File: config.mk
export PLATFORM = sky130hd
export DESIGN_NAME = imem_dmem_arbiter
export DESIGN_NICKNAME = d
export VERILOG_FILES = /design/src/rtl/cpu_mem_pkg.sv /design/src/rtl/imem_dmem_arbiter.sv
export SDC_FILE = /design/constraint.sdc
export NUM_CORES = 1
export LEC_CHECK = 0
export CORE_ASPECT_RATIO = 1.75
export CORE_MARGIN = 4
export CORE_UTILIZATION = 31
export CTS_CLUSTER_DIAMETER = 30
export DETAILED_ROUTE_END_ITERATION = 6
export GPL_TIMING_DRIVEN = 0
export HOLD_SLACK_MARGIN = 0.05
export PLACE_DENSITY_LB_ADDON = 0.25
export SLEW_MARGIN = 10
export SYNTH_ARGS = -nofsm -noshare
export SYNTH_HDL_FRONTEND = slang
export SYNTH_SLANG_ARGS = --single-unit
File: constraint.sdc
create_clock -name CLK -period 3.42 [get_ports CLK]
set_clock_uncertainty 0.15 [all_clocks]
set_input_delay 0.342 -clock CLK [delete_from_list [all_inputs] [get_ports CLK]]
set_output_delay 0.342 -clock CLK [all_outputs]
set_load 0.05 [all_outputs]
File: src/rtl/cpu_mem_pkg.sv
// Shared types for the instruction/data memory arbiter.
// State encoding, grant owners and default bus widths.
package cpu_mem_pkg;

    typedef enum logic [1:0] {
        IDLE   = 2'd0,
        I_BUSY = 2'd1,
        D_BUSY = 2'd2
    } state_t;

    localparam logic GNT_IF = 1'b0;
    localparam logic GNT_D  = 1'b1;

    localparam int ADDR_W_DEF = 32;
    localparam int DATA_W_DEF = 32;

endpackage

File: src/rtl/imem_dmem_arbiter.sv
// Single-port memory arbiter between fetch and data-memory ports.
// Data side has priority, bounded by a starvation guard for fetch.
module imem_dmem_arbiter
    import cpu_mem_pkg::*;
#(
    parameter int ADDR_W     = ADDR_W_DEF,
    parameter int DATA_W     = DATA_W_DEF,
    parameter int STARVE_MAX = 4
) (
    input  logic              CLK,
    input  logic              Reset,
    input  logic              if_req,
    input  logic [ADDR_W-1:0] if_addr,
    output logic [DATA_W-1:0] if_rdata,
    output logic              if_done,
    output logic              if_stall,
    input  logic              flush,
    input  logic              d_req,
    input  logic              d_we,
    input  logic [ADDR_W-1:0] d_addr,
    input  logic [DATA_W-1:0] d_wdata,
    output logic [DATA_W-1:0] d_rdata,
    output logic              d_done,
    output logic              d_stall,
    output logic              mem_req,
    output logic              mem_we,
    output logic [ADDR_W-1:0] mem_addr,
    output logic [DATA_W-1:0] mem_wdata,
    input  logic [DATA_W-1:0] mem_rdata,
    input  logic              mem_ready
);

    localparam logic [3:0] SMAX = 4'(STARVE_MAX);

    state_t     state;
    state_t     state_nx;
    logic [3:0] starve_cnt;
    logic       drop;

    logic       if_elig;
    logic       d_elig;
    logic       gnt_valid;
    logic       gnt_owner;
    logic       fin_if;
    logic       fin_d;

    // A port finishing this cycle is masked so its held req cannot re-grant.
    assign if_elig = if_req & ~flush & ~if_done;
    assign d_elig  = d_req & ~d_done;

    assign if_stall = if_req & ~if_done;
    assign d_stall  = d_req & ~d_done;

    // Next-state logic: arbitrate in IDLE, wait for mem_ready when busy.
    always_comb begin
        state_nx  = state;
        gnt_valid = 1'b0;
        gnt_owner = GNT_IF;
        fin_if    = 1'b0;
        fin_d     = 1'b0;
        unique case (state)
            IDLE: begin
                if (d_elig && !(if_elig && starve_cnt == SMAX)) begin
                    gnt_valid = 1'b1;
                    gnt_owner = GNT_D;
                    state_nx  = D_BUSY;
                end else if (if_elig) begin
                    gnt_valid = 1'b1;
                    gnt_owner = GNT_IF;
                    state_nx  = I_BUSY;
                end
            end
            I_BUSY: begin
                if (mem_ready) begin
                    fin_if   = 1'b1;
                    state_nx = IDLE;
                end
            end
            D_BUSY: begin
                if (mem_ready) begin
                    fin_d    = 1'b1;
                    state_nx = IDLE;
                end
            end
            default: state_nx = IDLE;
        endcase
    end

    // State register.
    always_ff @(posedge CLK) begin
        if (Reset) begin
            state <= IDLE;
        end else begin
            state <= state_nx;
        end
    end

    // Memory request latch, completion pulses, read data and drop flag.
    always_ff @(posedge CLK) begin
        if (Reset) begin
            mem_req   <= 1'b0;
            mem_we    <= 1'b0;
            mem_addr  <= '0;
            mem_wdata <= '0;
            if_rdata  <= '0;
            d_rdata   <= '0;
            if_done   <= 1'b0;
            d_done    <= 1'b0;
            drop      <= 1'b0;
        end else begin
            if_done <= 1'b0;
            d_done  <= 1'b0;
            if (gnt_valid) begin
                mem_req <= 1'b1;
                if (gnt_owner == GNT_D) begin
                    mem_we    <= d_we;
                    mem_addr  <= d_addr;
                    mem_wdata <= d_wdata;
                end else begin
                    mem_we    <= 1'b0;
                    mem_addr  <= if_addr;
                    mem_wdata <= '0;
                end
            end
            if (fin_if || fin_d) begin
                mem_req <= 1'b0;
            end
            if (fin_if) begin
                // A flush on the completing edge discards the fetch as well.
                if (!(drop || flush)) begin
                    if_done  <= 1'b1;
                    if_rdata <= mem_rdata;
                end
                drop <= 1'b0;
            end else if (state == I_BUSY && flush) begin
                drop <= 1'b1;
            end
            if (fin_d) begin
                d_done <= 1'b1;
                if (!mem_we) begin
                    d_rdata <= mem_rdata;
                end
            end
        end
    end

    // Starvation counter: data grants that bypassed a waiting fetch.
    always_ff @(posedge CLK) begin
        if (Reset) begin
            starve_cnt <= '0;
        end else if (!if_elig || (gnt_valid && gnt_owner == GNT_IF)) begin
            starve_cnt <= '0;
        end else if (gnt_valid && starve_cnt != SMAX) begin
            starve_cnt <= starve_cnt + 4'd1;
        end
    end

endmodule

# Word level (Yosys, flattened, before mapping)
# Cells that the tools add are included.
# W data, S select, Z words.
# totals
in_bits,135
register_bits,139
# classes
addsub,1
n_eq_ne,6
reduce_logical,19
n_mux,17
bitwise,11
# op_table
cell,n
$mux W32,2
$mux W1,11
$reduce_or A2 Y1,5
$not A1 Y1,7
$mux W2,3
$reduce_and A2 Y1,3
$logic_and A1 B1 Y1,5
$add A4 B1 Y4 const B,1
$and A1 B1 Y1,4
$eq A4 B3 Y1 const B,1
$ne A4 B3 Y1 const B,1
$pmux W2 S2,1
$logic_or A1 B1 Y1,3
$ne A3 B3 Y1 const B,1
$eq A2 B1 Y1 const B,1
$eq A2 B2 Y1 const B,1
$logic_not A1 Y1,2
$logic_not A2 Y1,1
$ne A2 B1 Y1 const B,1

# Depth between registers and ports, before layout
# depth
depth_word,12
depth_mapped,8

# Worst setup path before layout
# Ideal clock, no wire load.
# synth_path
kind,register to register
start,register if_done
end,register mem_wdata[10]
slack_ns,1.395
required_time_ns,3.153
path_stages_with_launch,7
synth_period_minus_slack_ns,2.025
path_buffers,2
arrival_time_ns,1.758
setup_time_ns,0.117
path_cell_list,dfxtp_1 or3b_4 o21a_4 and2_4 buf_6 buf_6 a22o_1
# synth_between
elab_chain_len,8
# synth_lines
item,line,source
start: declaration,imem_dmem_arbiter.sv:15,"output logic if_done,"
start signal: assignment,imem_dmem_arbiter.sv:107,if_done <= 1'b0;
start signal: assignment,imem_dmem_arbiter.sv:111,if_done <= 1'b0;
start signal: assignment,imem_dmem_arbiter.sv:131,if_done <= 1'b1;
$not A1 Y1 (*),imem_dmem_arbiter.sv:48,assign if_elig = if_req & ~flush & ~if_done;
$and A1 B1 Y1 (*),imem_dmem_arbiter.sv:48,
$logic_and A1 B1 Y1,imem_dmem_arbiter.sv:63,if (d_elig && !(if_elig && starve_cnt == SMAX)) begin
$logic_not A1 Y1,imem_dmem_arbiter.sv:63,
$logic_and A1 B1 Y1,imem_dmem_arbiter.sv:63,
$mux W1,imem_dmem_arbiter.sv:63,
$mux W1,imem_dmem_arbiter.sv:61,unique case (state)
$mux W32,imem_dmem_arbiter.sv:115,if (gnt_owner == GNT_D) begin
end signal: assignment,imem_dmem_arbiter.sv:118,mem_wdata <= d_wdata;
end: declaration,imem_dmem_arbiter.sv:28,"output logic [DATA_W-1:0] mem_wdata,"
# Every way passes the cells marked *; elsewhere a longest branch is shown, timed or not.
# A chain may end at the register's enable or synchronous reset.

# Worst setup path in the final report
# layout_path
start,input d_req
end,output d_stall
# layout_between
elab_chain_len,1
# layout_lines
item,line,source
start: declaration,imem_dmem_arbiter.sv:18,"input logic d_req,"
$and A1 B1 Y1,imem_dmem_arbiter.sv:52,assign d_stall = d_req & ~d_done;
end: declaration,imem_dmem_arbiter.sv:24,"output logic d_stall,"
# Every way passes these cells.

==> impl_results.md <==
* Post-cts gate resize count at 0
* Die area at 0.0184 mm²
* Initial antenna violation count at 0
* Placed cell areas at 0.00793 mm²
* Syn_area_per_cell at 8.97 µm²
* Cell Area, Synth at 0.00501 mm²
* Pwr per Cell Area at 546 mW/mm²
* First-pass GRT wire length at 26000 µm
* Max Clock Freq at 423 MHz
* Post-CTS Setup Bufs at 0
* Reg2reg setup slack at 1160 ps
* CTS tree: built
* Vias in the first global route at 4914
* CP Cell Sequence: clkdlybuf4s50_1 > nand2b_1 > inv_1 > clkdlybuf4s50_1
* DRC errors left at 0
* Setup TNS at 0 ps
* Slew Viols, Final at 0
* Post-synth EDFFs at 0
* Die span in x at 104 µm
* Leak at 3.05 nW
* Setup crit start kind: input pin
* CTS sink cnt at 139
* Buffers on Ports at 268
* Share of layout cells above drive strength 1 at 0.0559
* Post-DRT Antenna Nets at 0
* Violation count after the first detailed-route iteration at 187
* Total wire length at 17000 µm
* Vias at 4996
* Hpwl dp at 12900 µm
* Syn nets at 699
* Hold Path Origin: d_rdata[9]
* RSZ-0062 raised after global routing: false
* Row count at 61
* Placer congestion estimate at 0.780
* Synth cell count leaders: dfxtp_1, nand2_1, a21oi_1
* Max-Slew Margin vs Limit at 0.488
* Number of antenna diodes at 0
* Nets at 986
* CP Data Arrival Time at 1870 ps
* Netlist cell types at 35
* Clk pin slew, worst setup/hold paths at 60 ps
* Synth top area share at 0.555
* VDD IR-drop max at 0.236 mV
* Leading area contributor after synthesis: dfxtp_1
* IO Count at 269
* Cts hold-fix bufs at 0
* Number of buffers created by CTS at 17
* Synthesized flop and latch total at 139
* Hold Fails Final Rpt at 0
* Most common cell in the netlist: dfxtp_1
* Worst Max-Slew Pin Slew at 762 ps
* Syn-to-layout area delta at 69.7%
* Kind of critical path: input pin to output port
* Setup crit end kind: output port
* Critical path peak fanout at 4
* HP Class: flip-flop to flip-flop
* CTS Root Cell: clkbuf_16
* Area of the core at 0.0159 mm²
* Share of flip-flops with an asynchronous set or reset at 0
* Ys Warns at 0
* Clk buf depth at 2
* Initial core utilization at 0.316
* Max-Cap Viols at 0
* Detailed Routing Iterations Pass 1 at 4
* Final period utilization at 0.691
* Top cell by count, worst path: clkdlybuf4s50_1
* Clk Latency, worst-skew pair at 410 ps
* Worst Path Required at 2930 ps
* Final setup violation count at 0
* FF-to-FF Start: starve_cnt[0]
* Die Y at 176 µm
* Vias per cell at 4.77
* H-tree lvl count at 4
* Tot Pwr at 0.00465 W
* Overflow after GRT at 0
* Crit path launch: d_req
* Status: finished, final reports clean
* Ys flop type: dfxtp_1
* Cell area after layout at 0.00851 mm²
* Ranking of synthesized cells by area: dfxtp_1, nand2_1, a21oi_1
* Sequential area share after synthesis at 0.555
* Synth Instances at 559
* Routed WL per cell at 16.2 µm
* Final Critical Period at 2360 ps
* Pin count of the biggest net entering global routing at 17
* CP peak stage delay at 830 ps
* Slowest CP cell: clkdlybuf4s50_1
* Total Routing Usage GR at 0.178
-- final timing paths --
| path | endpoint | cells past startpoint |
|---|---|---|
| setup / recovery | d_stall | 4 |
| hold / removal | d_rdata[9] | 2 |
| setup reg to reg | mem_addr[5] | 7 |
| hold reg to reg | d_rdata[9] | 2 |
-- stage by stage --
step | utilization | hold WS (ps) | setup slack, ps | std cells
finish | 0.536 | 302 | 1060 | 1048
global route | 0.536 | 314 | 952 | 1048
CTS | 0.536 | 305 | 1060 | 1048
detailed placement | 0.500 | 297 | 877 | 1016
global placement | 0.500 | 291 | 938 | 1016
floorplan | - | 292 | 1400 | 559
-- cell usage in the layout, fill, tap and decap left out, types with 17 or more instances in the layout --
cell             count
clkbuf_16           17
clkbuf_1            33
nand2_1            132
o22ai_1             32
clkdlybuf4s50_1    268
a21oi_1             68
nor3_1              34
dfxtp_1            139
a22o_1              33
nor2b_1             34
-- registers in the layout, indices dropped and copies added (netlist names), 2 cells and up --
name,flops
d_rdata,32
if_rdata,32
mem_addr,32
mem_wdata,32
starve_cnt,4
state,2
-- critical path, delay by kind of cell --
kind / cells / cell delay [ps]
buffers and inverters: 3 / 1400
AND/OR/NAND/NOR: 1 / 130
-- per-layer routing --
metal	global-route usage	up-vias	routed length, µm
met5	0	-	0
met3	0.0494	30	886
li1	-	2506	-
met1	0.186	2278	6540
met2	0.335	182	9170
met4	0.0721	0	406
-- logic make-up (layout without fill, tap and decap cells) --
group,count (synthesis),after routing,share of synthesized area
compound gates,144,144,0.182
buf+inv,48,348,0.0452
fa+ha+maj,5,5,0.0125
xor+xnor,1,1,0.00175
flops,139,139,0.555
simple gates,222,222,0.203
-- power breakdown --
part | internal, W | switching (W)
Combinational | 0.000436 | 0.000623
Clock | 0.00108 | 0.000731
Sequential | 0.00172 | 0.0000538
Total | 0.00324 | 0.00141
-- layout make-up --
| type | count | area, µm² |
|---|---|---|
| clock buffers | 19 | 433 |
| repair buffers | 268 | 2680 |
| fillers | 1485 | 7370 |
| multi-input cells | 372 | 2000 |
| plain buffers | 42 | 204 |
| well taps | 189 | 236 |
| inverters | 6 | 22.5 |
| clock inverters | 13 | 141 |
| flip-flops and latches | 139 | 2780 |
Note: power is estimated with default switching activity, not from simulation.
